$ cat src/rtl/hdb3_decoder.sv
// HDB3 receive decoder: classifies bipolar pulses as B or V, strips 000V/B00V substitutions
// through a 4-stage delay line, and flags line-code errors with a saturating counter.
module hdb3_decoder #(
  parameter int unsigned ERR_W = 8
) (
  input  logic             clk,
  input  logic             rst_n,
  input  logic [1:0]       sym_in,
  input  logic             sym_en,
  output logic             data_out,
  output logic             data_valid,
  output logic             viol_det,
  output logic             code_err,
  output logic [ERR_W-1:0] err_cnt
);

  localparam logic [ERR_W-1:0] ErrMax = {ERR_W{1'b1}};

  logic [3:0]       dly_q, dly_d;
  logic [2:0]       fill_q, fill_d;
  logic [2:0]       zrun_q, zrun_d;
  logic             pulse_seen_q, pulse_seen_d;
  logic             v_seen_q, v_seen_d;
  logic             last_pol_q, last_pol_d;
  logic             last_v_pol_q, last_v_pol_d;
  logic             data_out_q, data_out_d;
  logic             data_valid_q, data_valid_d;
  logic             viol_q, viol_d;
  logic             err_q, err_d;
  logic [ERR_W-1:0] err_cnt_q, err_cnt_d;

  logic is_pulse, pol, illegal, is_v, rep_v, zero4;

  // sym_in[0] marks a pulse (01/11); sym_in[1] is its polarity, 1 = negative.
  assign is_pulse = sym_in[0];
  assign pol      = sym_in[1];
  assign illegal  = (sym_in == 2'b10);
  assign is_v     = is_pulse && pulse_seen_q && (pol == last_pol_q);
  assign rep_v    = is_v && v_seen_q && (pol == last_v_pol_q);
  assign zero4    = !is_pulse && (zrun_q == 3'd3);

  always_comb begin
    dly_d        = dly_q;
    fill_d       = fill_q;
    zrun_d       = zrun_q;
    pulse_seen_d = pulse_seen_q;
    v_seen_d     = v_seen_q;
    last_pol_d   = last_pol_q;
    last_v_pol_d = last_v_pol_q;
    data_out_d   = data_out_q;
    data_valid_d = 1'b0;
    viol_d       = 1'b0;
    err_d        = 1'b0;
    err_cnt_d    = err_cnt_q;

    if (sym_en) begin
      data_out_d   = dly_q[3];
      data_valid_d = (fill_q == 3'd4);
      fill_d       = (fill_q == 3'd4) ? 3'd4 : fill_q + 3'd1;
      // A V clears itself and its three predecessors; the bit leaving s3 is untouched.
      dly_d        = is_v ? 4'b0000 : {dly_q[2:0], is_pulse};

      if (is_pulse) begin
        pulse_seen_d = 1'b1;
        last_pol_d   = pol;
        zrun_d       = 3'd0;
      end else begin
        zrun_d = (zrun_q == 3'd4) ? 3'd4 : zrun_q + 3'd1;
      end

      if (is_v) begin
        v_seen_d     = 1'b1;
        last_v_pol_d = pol;
      end

      viol_d = is_v;
      err_d  = illegal || rep_v || zero4;
      if (err_d && (err_cnt_q != ErrMax)) begin
        err_cnt_d = err_cnt_q + ERR_W'(1);
      end
    end
  end

  always_ff @(posedge clk or negedge rst_n) begin
    if (!rst_n) begin
      dly_q        <= 4'b0000;
      fill_q       <= 3'd0;
      zrun_q       <= 3'd0;
      pulse_seen_q <= 1'b0;
      v_seen_q     <= 1'b0;
      last_pol_q   <= 1'b0;
      last_v_pol_q <= 1'b0;
      data_out_q   <= 1'b0;
      data_valid_q <= 1'b0;
      viol_q       <= 1'b0;
      err_q        <= 1'b0;
      err_cnt_q    <= '0;
    end else begin
      dly_q        <= dly_d;
      fill_q       <= fill_d;
      zrun_q       <= zrun_d;
      pulse_seen_q <= pulse_seen_d;
      v_seen_q     <= v_seen_d;
      last_pol_q   <= last_pol_d;
      last_v_pol_q <= last_v_pol_d;
      data_out_q   <= data_out_d;
      data_valid_q <= data_valid_d;
      viol_q       <= viol_d;
      err_q        <= err_d;
      err_cnt_q    <= err_cnt_d;
    end
  end

  assign data_out   = data_out_q;
  assign data_valid = data_valid_q;
  assign viol_det   = viol_q;
  assign code_err   = err_q;
  assign err_cnt    = err_cnt_q;

endmodule

$ cat config.mk
export PLATFORM = sky130hd
export DESIGN_NAME = hdb3_decoder
export DESIGN_NICKNAME = d
export VERILOG_FILES = /design/src/rtl/hdb3_decoder.sv
export SDC_FILE = /design/constraint.sdc
export NUM_CORES = 1
export LEC_CHECK = 0
export ABC_AREA = 1
export CAP_MARGIN = 20
export CORE_MARGIN = 2
export CORE_UTILIZATION = 57
export CTS_BUF_LIST = sky130_fd_sc_hd__clkbuf_8 sky130_fd_sc_hd__clkbuf_16
export CTS_CLUSTER_DIAMETER = 200
export CTS_CLUSTER_SIZE = 8
export DETAILED_ROUTE_END_ITERATION = 7
export MAX_ROUTING_LAYER = met4
export PLACE_DENSITY = 0.81
export SYNTH_ARGS = -nofsm -noshare
export SYNTH_HDL_FRONTEND = slang
export SYNTH_SLANG_ARGS = --single-unit
$ cat constraint.sdc
create_clock -name clk -period 1.95 [get_ports clk]
set_input_delay 0.39 -clock clk [delete_from_list [all_inputs] [get_ports clk]]
set_output_delay 0.39 -clock clk [all_outputs]
set_load 0.02 [all_outputs]
==> impl_metrics.toml <==
[run_status]
outcome = "finished clean"

[detailed_routing]
drcViolationCount = 0
top_layer = "met4"
drtAntennaViolNets = 0
met3_length_microns = 52
vias = 989
average_wire_per_standard_cell_microns = 11.0
routed_wirelength_microns = 2110
post_drt_via_cell_ratio = 5.15
met1_length_microns = 1000
first_iter_violations = 23
drtPass1Iterations = 4
met2_length_microns = 1020

[clock_tree]
clk_root_buffer_cell = "sky130_fd_sc_hd__clkbuf_8"
post-cts-setup-buffer-count = 0
clk_latency_ps = 270
post_cts_resize_count = 0
cts_inserted_buffers = 3
tritoncts = "built"
cts_hold_repair.buffers = 0
cts.sink_count = 26
worst_setup_hold_path_clk_slew_ps = 80
buffer_levels_on_the_longest_clock_path = 2
cts_htree_levels = 1

[sta]
final_hold_viol_count = 0
part_of_the_cycle_the_worst_path_needs = 0.888
clock-skew-final_ps = 2.21
timing_max_transition_violations_final = 0
finalSetupViolCount = 0
tightest_slew_ps = 318
timing.setup.tns_ps = 0
rsz0062_at_grt = "false"
max_slew_margin = 0.788
min_period_ps = 1730
max_clock_freq_ghz = 0.578

[place]
post_placement_cell_count = 189
hpwlAfterDp_microns = 1560
weighted_congestion_reported_at_the_end_of_routability_driven_placement = 0.842
port_buffers = 16

[worst_setup_path]
worst_setup_path_startpoint = "err_cnt[5]$_DFFE_PN0P_"
worstPathCellList = "clkdlybuf4s50_1"
cp_slowest_stage_delay_ps = 640
cp_data_arrival_time_ps = 1340
worstPathMaxFanout = 6
crit_cells = 1
timing.setup.critical_path_class = "reg2out"
critical_path_required_ps = 1560
rrSetupSlack_ps = 400
rr_startpoint = "err_cnt[0]$_DFFE_PN0P_"
crit_family = "buffers and inverters"
crit_path_top_delay_cell = "sky130_fd_sc_hd__clkdlybuf4s50_1"
worst-r2r-cell-count = 7
critical_path.reg2reg.endpoint = "err_cnt[0]$_DFFE_PN0P_"
critPathLaunchType = "flop"
worstSetupEndpointType = "primary output"
cp.buffers_inverters = 1

[finish]
finish.cell_count_without_fillers = 192
post_route_cells_drive_above_1_share = 0.0976
finish.net_count = 177
seqCellArea_sq_um = 651
syn2layout_area_growth_pct = 19.6
antenna_cells_inserted = 0
area_occupied_by_multi_input_gates_sq_um = 554
fillers = 167

[yosys]
synth-warning-count = 0
synth.top_cell.area_share = 0.516
number_of_enable_type_register_cells_in_the_synthesized_netlist = 0
synth_top_cells_by_count = "49 x sky130_fd_sc_hd__nand2_1, 26 x sky130_fd_sc_hd__dfrtp_1, 12 x sky130_fd_sc_hd__nand3_1"
post_synth_main_area_contributors = "sky130_fd_sc_hd__dfrtp_1 52%, sky130_fd_sc_hd__nand2_1 15%, sky130_fd_sc_hd__ha_1 6.0%"
synth_top_flop_cell = "sky130_fd_sc_hd__dfrtp_1"
post_synth.cell_area_avg_sq_um = 8.76
synth_nets = 155
yosysMostFrequentCell = "sky130_fd_sc_hd__nand2_1"
seq_area_frac_synth = 0.516
syn-cell-area_sq_um = 1260
synth_seq_cells = 26
synth_top_area_cell = "sky130_fd_sc_hd__dfrtp_1"
async_flop_share = 1.00
synth.distinct_cells = 22
syn-instance-count = 144

[power]
comb_power_share = 0.311
ir_drop_mv = 0.673
cell_internal_power_mw = 0.991
power.share.clock = 0.196
net-switching-power_mw = 0.504
total_power_mw = 1.49
leakage_nw = 0.743
swShare = 0.337
seq_power_share = 0.492
power.density_nw_per_um2 = 990

[floorplan]
die_x_microns = 51.0
placementRows = 17
ioPinCount = 17
floorplan.initialDensity = 0.587
die-area_sq_um = 2610
fp.dieH_microns = 51.0
core-area_sq_um = 2150

[worst_hold_path]
holdCritStartpoint = "v_seen_q$_DFFE_PN0P_"
hold-path-cell-count = 1
hold_path.class = "reg2reg"
holdPathEnd = "v_seen_q$_DFFE_PN0P_"

[grt]
globalRoute.totalOverflow = 0
first_pass_grt_wire_length_microns = 3780
grt_util_all_layers = 0.203
via_count_of_the_first_global_routing_pass = 939
antenna_violations_before_repair = 0
largest_net_degree_at_the_start_of_global_routing = 27

[job]
max_cap_violations = 0
[flip-flops by register name, indices dropped and copies added (netlist names), 3 cells and up]
| name | count |
|---|---|
| err_cnt | 8 |
| dly_q | 4 |
| fill_q | 3 |
| zrun_q | 3 |
[power groups by stage]
| stage | clock [mW] | combinational (mW) | sequential, mW |
|---|---|---|---|
| 6_report | 0.294 | 0.465 | 0.736 |
| 3_5_place_dp | 0 | 0.469 | 0.747 |
| 3_3_place_gp | 0 | 0.450 | 0.739 |
| 2_1_floorplan | 0 | 0.231 | 0.794 |
| 4_1_cts | 0.305 | 0.471 | 0.736 |
| 5_1_grt | 0.320 | 0.532 | 0.751 |
[routing by layer]
layer  global-route usage  up-vias
li1                     -      494
met1                0.245      477
met2                0.333       13
met3               0.0351        5
met4               0.0946        0
met5                    -        -
[kinds of logic after synthesis]
family	Yosys count	share of synthesized area
XOR/XNOR	4	0.0278
AND/OR/NAND/NOR	80	0.301
buffers and inverters	15	0.0446
AO/OA/AOI/OAI	13	0.0516
adder cells (fa/ha/maj)	6	0.0595
flip-flops	26	0.516
[final cells by class]
class                           instances  area share
Clock buffer                            3      0.0274
Inverter                               14      0.0348
Multi-Input combinational cell        103       0.367
Sequential cell                        26       0.431
Tap cell                               28      0.0232
Timing Repair Buffer                   18       0.116
[how the worst max path moves through the flow]
stage,endpoint,slack [ps]
6_report,err_cnt[5],220
3_5_place_dp,err_cnt[0]$_DFFE_PN0P_,80
4_1_cts,err_cnt[5],210
5_1_grt,err_cnt[5],170
3_3_place_gp,err_cnt[3]$_DFFE_PN0P_,150
2_1_floorplan,err_cnt[5]$_DFFE_PN0P_,500
[through the flow]
step	setup slack (ps)	utilization	hold slack [ps]	cell area [sq um]
after floorplan	504	-	94.4	1260
after global placement	151	0.683	447	1470
after detailed placement	82.3	0.683	456	1470
after CTS	207	0.702	477	1510
after global routing	166	0.702	497	1510
final	219	0.702	475	1510
[placed cells by master (no fill, tap or decap)]
master,count
sky130_fd_sc_hd__nor2_1,7
sky130_fd_sc_hd__ha_1,6
sky130_fd_sc_hd__xor2_1,3
sky130_fd_sc_hd__o21ai_1,3
sky130_fd_sc_hd__clkdlybuf4s50_1,16
sky130_fd_sc_hd__nand3b_1,2
sky130_fd_sc_hd__nand2_4,2
sky130_fd_sc_hd__nand3_1,12
sky130_fd_sc_hd__dfrtp_1,26
sky130_fd_sc_hd__nand2_2,1
sky130_fd_sc_hd__buf_4,2
sky130_fd_sc_hd__xnor2_1,1
sky130_fd_sc_hd__nor3_2,1
sky130_fd_sc_hd__clkinv_1,1
sky130_fd_sc_hd__nand3_2,2
sky130_fd_sc_hd__nand2_1,49
sky130_fd_sc_hd__clkbuf_8,3
sky130_fd_sc_hd__or2_1,1
sky130_fd_sc_hd__o21ai_0,9
sky130_fd_sc_hd__nor2_4,2
sky130_fd_sc_hd__inv_1,11
sky130_fd_sc_hd__a21oi_1,1
sky130_fd_sc_hd__nor2_2,1
sky130_fd_sc_hd__inv_2,2
No activity file was read; power rests on OpenSTA's default activity.
==> RTL edit: new RTL, config.mk and constraints unchanged <==
The parameter `ERR_W` goes from 8 to 10.
--- a/src/rtl/hdb3_decoder.sv
+++ b/src/rtl/hdb3_decoder.sv
@@ -2,5 +2,5 @@
 // through a 4-stage delay line, and flags line-code errors with a saturating counter.
 module hdb3_decoder #(
-  parameter int unsigned ERR_W = 8
+  parameter int unsigned ERR_W = 10
 ) (
   input  logic             clk,
Ports: changed (resized err_cnt); port bits go from 17 to 19. No check against the original RTL was run, so the function may have changed too.
==> RTL edit against the unedited design <==
Design area increased by 19%; area after synthesis rose by 18%; total power increased by 18%; setup slack lost 0.097 ns; clock skew rose by 0.0012 ns; clock power rose by 52%; routed wire length rose by 38%; sequential cell count grew 2; die area increased by 17%; via count is 23% higher; critical endpoint is now err_cnt[6].
==> RTL edit: results (changes against the unedited design) <==
* Drt first pass iters at 4 (unchanged)
* Via count at 1216 (was 989)
* CP Launch Point: err_cnt[6]$_DFFE_PN0P_ (was err_cnt[5]$_DFFE_PN0P_)
* Distinct cells, synth at 24 (was 22)
* Peak supply drop at 0.000752 V (was 0.000673 V)
* R2R Path End: err_cnt[1]$_DFFE_PN0P_ (was err_cnt[0]$_DFFE_PN0P_)
* Post-DP HPWL at 2120 um (was 1560 um)
* Commonest cells in the netlist: nand2_1, dfrtp_1, inv_1 (was nand2_1, dfrtp_1, nand3_1)
* Die ar. at 0.00304 mm^2 (was 0.00261 mm^2)
* Post-CTS setup repair buffer count at 0 (unchanged)
* R2R Setup Slk at 0.36 ns (was 0.40 ns)
* Post-route insts no fill at 231 (was 192)
* 1st-iter DRT viols at 21 (was 23)
* Max FFs per register at 10 (was 8)
* Wire length per cell at 12.6 um (was 11.0 um)
* Cell family contributing the most delay on the critical path: buffers and inverters (unchanged)
* Worst-Margin Slew at 0.353 ns (was 0.318 ns)
* CTS Buf Count at 3 (unchanged)
* Status: finished clean (unchanged)
* Seq/Total Area, Yosys at 46.9% (was 51.6%)
* R2r startpoint: err_cnt[1]$_DFFE_PN0P_ (was err_cnt[0]$_DFFE_PN0P_)
* Fin nets at 213 (was 177)
* Hold crit path type: in -> async (was reg -> reg)
* Clk_skew at 0.00339 ns (was 0.00221 ns)
* Syn Nets at 188 (was 155)
* R2r worst-path depth at 9 (was 7)
* Worst-path fanout max at 8 (was 6)
* Global-route wire length before repair at 4950 um (was 3780 um)
* Critical Path Max Stage Delay at 0.66 ns (was 0.64 ns)
* Leakage at 0.000894 uW (was 0.000743 uW)
* I/O Buffers at 18 (was 16)
* Largest net degree at the start of global routing at 29 (was 27)
## RTL edit: cell types whose count changed after synthesis, sizes merged
cell | before | now
xor2 | 3 | 4
dfrtp | 26 | 28
inv | 13 | 20
buf | 0 | 3
nand4 | 0 | 3
nand3 | 14 | 17
nand2 | 52 | 63
nand3b | 2 | 1
nor2 | 10 | 14
## RTL edit: layout make-up
cell class	instances	area share, %
clock inverters	1	1.67
inverters	21	4.39
well taps	30	2.09
repair buffers	24	12.5
flip-flops and latches	28	39.0
multi-input cells	124	38.0
clock buffers	3	2.30
## RTL edit: power breakdown
part | switching (uW) | internal [uW]
Combinational | 305 | 229
Sequential | 93.9 | 688
Clock | 173 | 275
## RTL edit: kinds of logic after synthesis
family          count (synthesis)  share of synthesized area (%)
fa+ha+maj                       6                           5.03
flops                          28                           46.9
compound gates                 13                           4.36
buf+inv                        25                           7.38
simple gates                  100                           33.4
xor+xnor                        5                           2.93
## RTL edit: how the worst min path moves through the flow
stage / slack, ns / to
global placement: 0.45 / pulse_seen_q$_DFFE_PN0P_
CTS: 0.49 / data_out$_DFFE_PN0P_
finish: 0.49 / fill_q[2]$_DFFE_PN0P_
detailed placement: 0.46 / v_seen_q$_DFFE_PN0P_
floorplan: 0.09 / code_err$_DFF_PN0_
global route: 0.52 / code_err$_DFF_PN0_
## RTL edit: per-layer routing
| metal | track usage [%] | wire length (um) |
|---|---|---|
| met5 | - | 0 |
| met2 | 42.7 | 1540 |
| met3 | 3.76 | 102 |
| met4 | 14.6 | 69 |
| met1 | 23.8 | 1190 |
## RTL edit: stage by stage
stage,utilization (%),area (um^2),setup slack (ns),hold slack (ns)
2_1_floorplan,-,1490,0.442,0.0944
3_3_place_gp,69.6,1720,0.125,0.453
3_5_place_dp,69.6,1720,0.0603,0.463
4_1_cts,72.5,1800,0.113,0.494
5_1_grt,72.5,1800,0.0554,0.519
6_report,72.5,1800,0.122,0.489
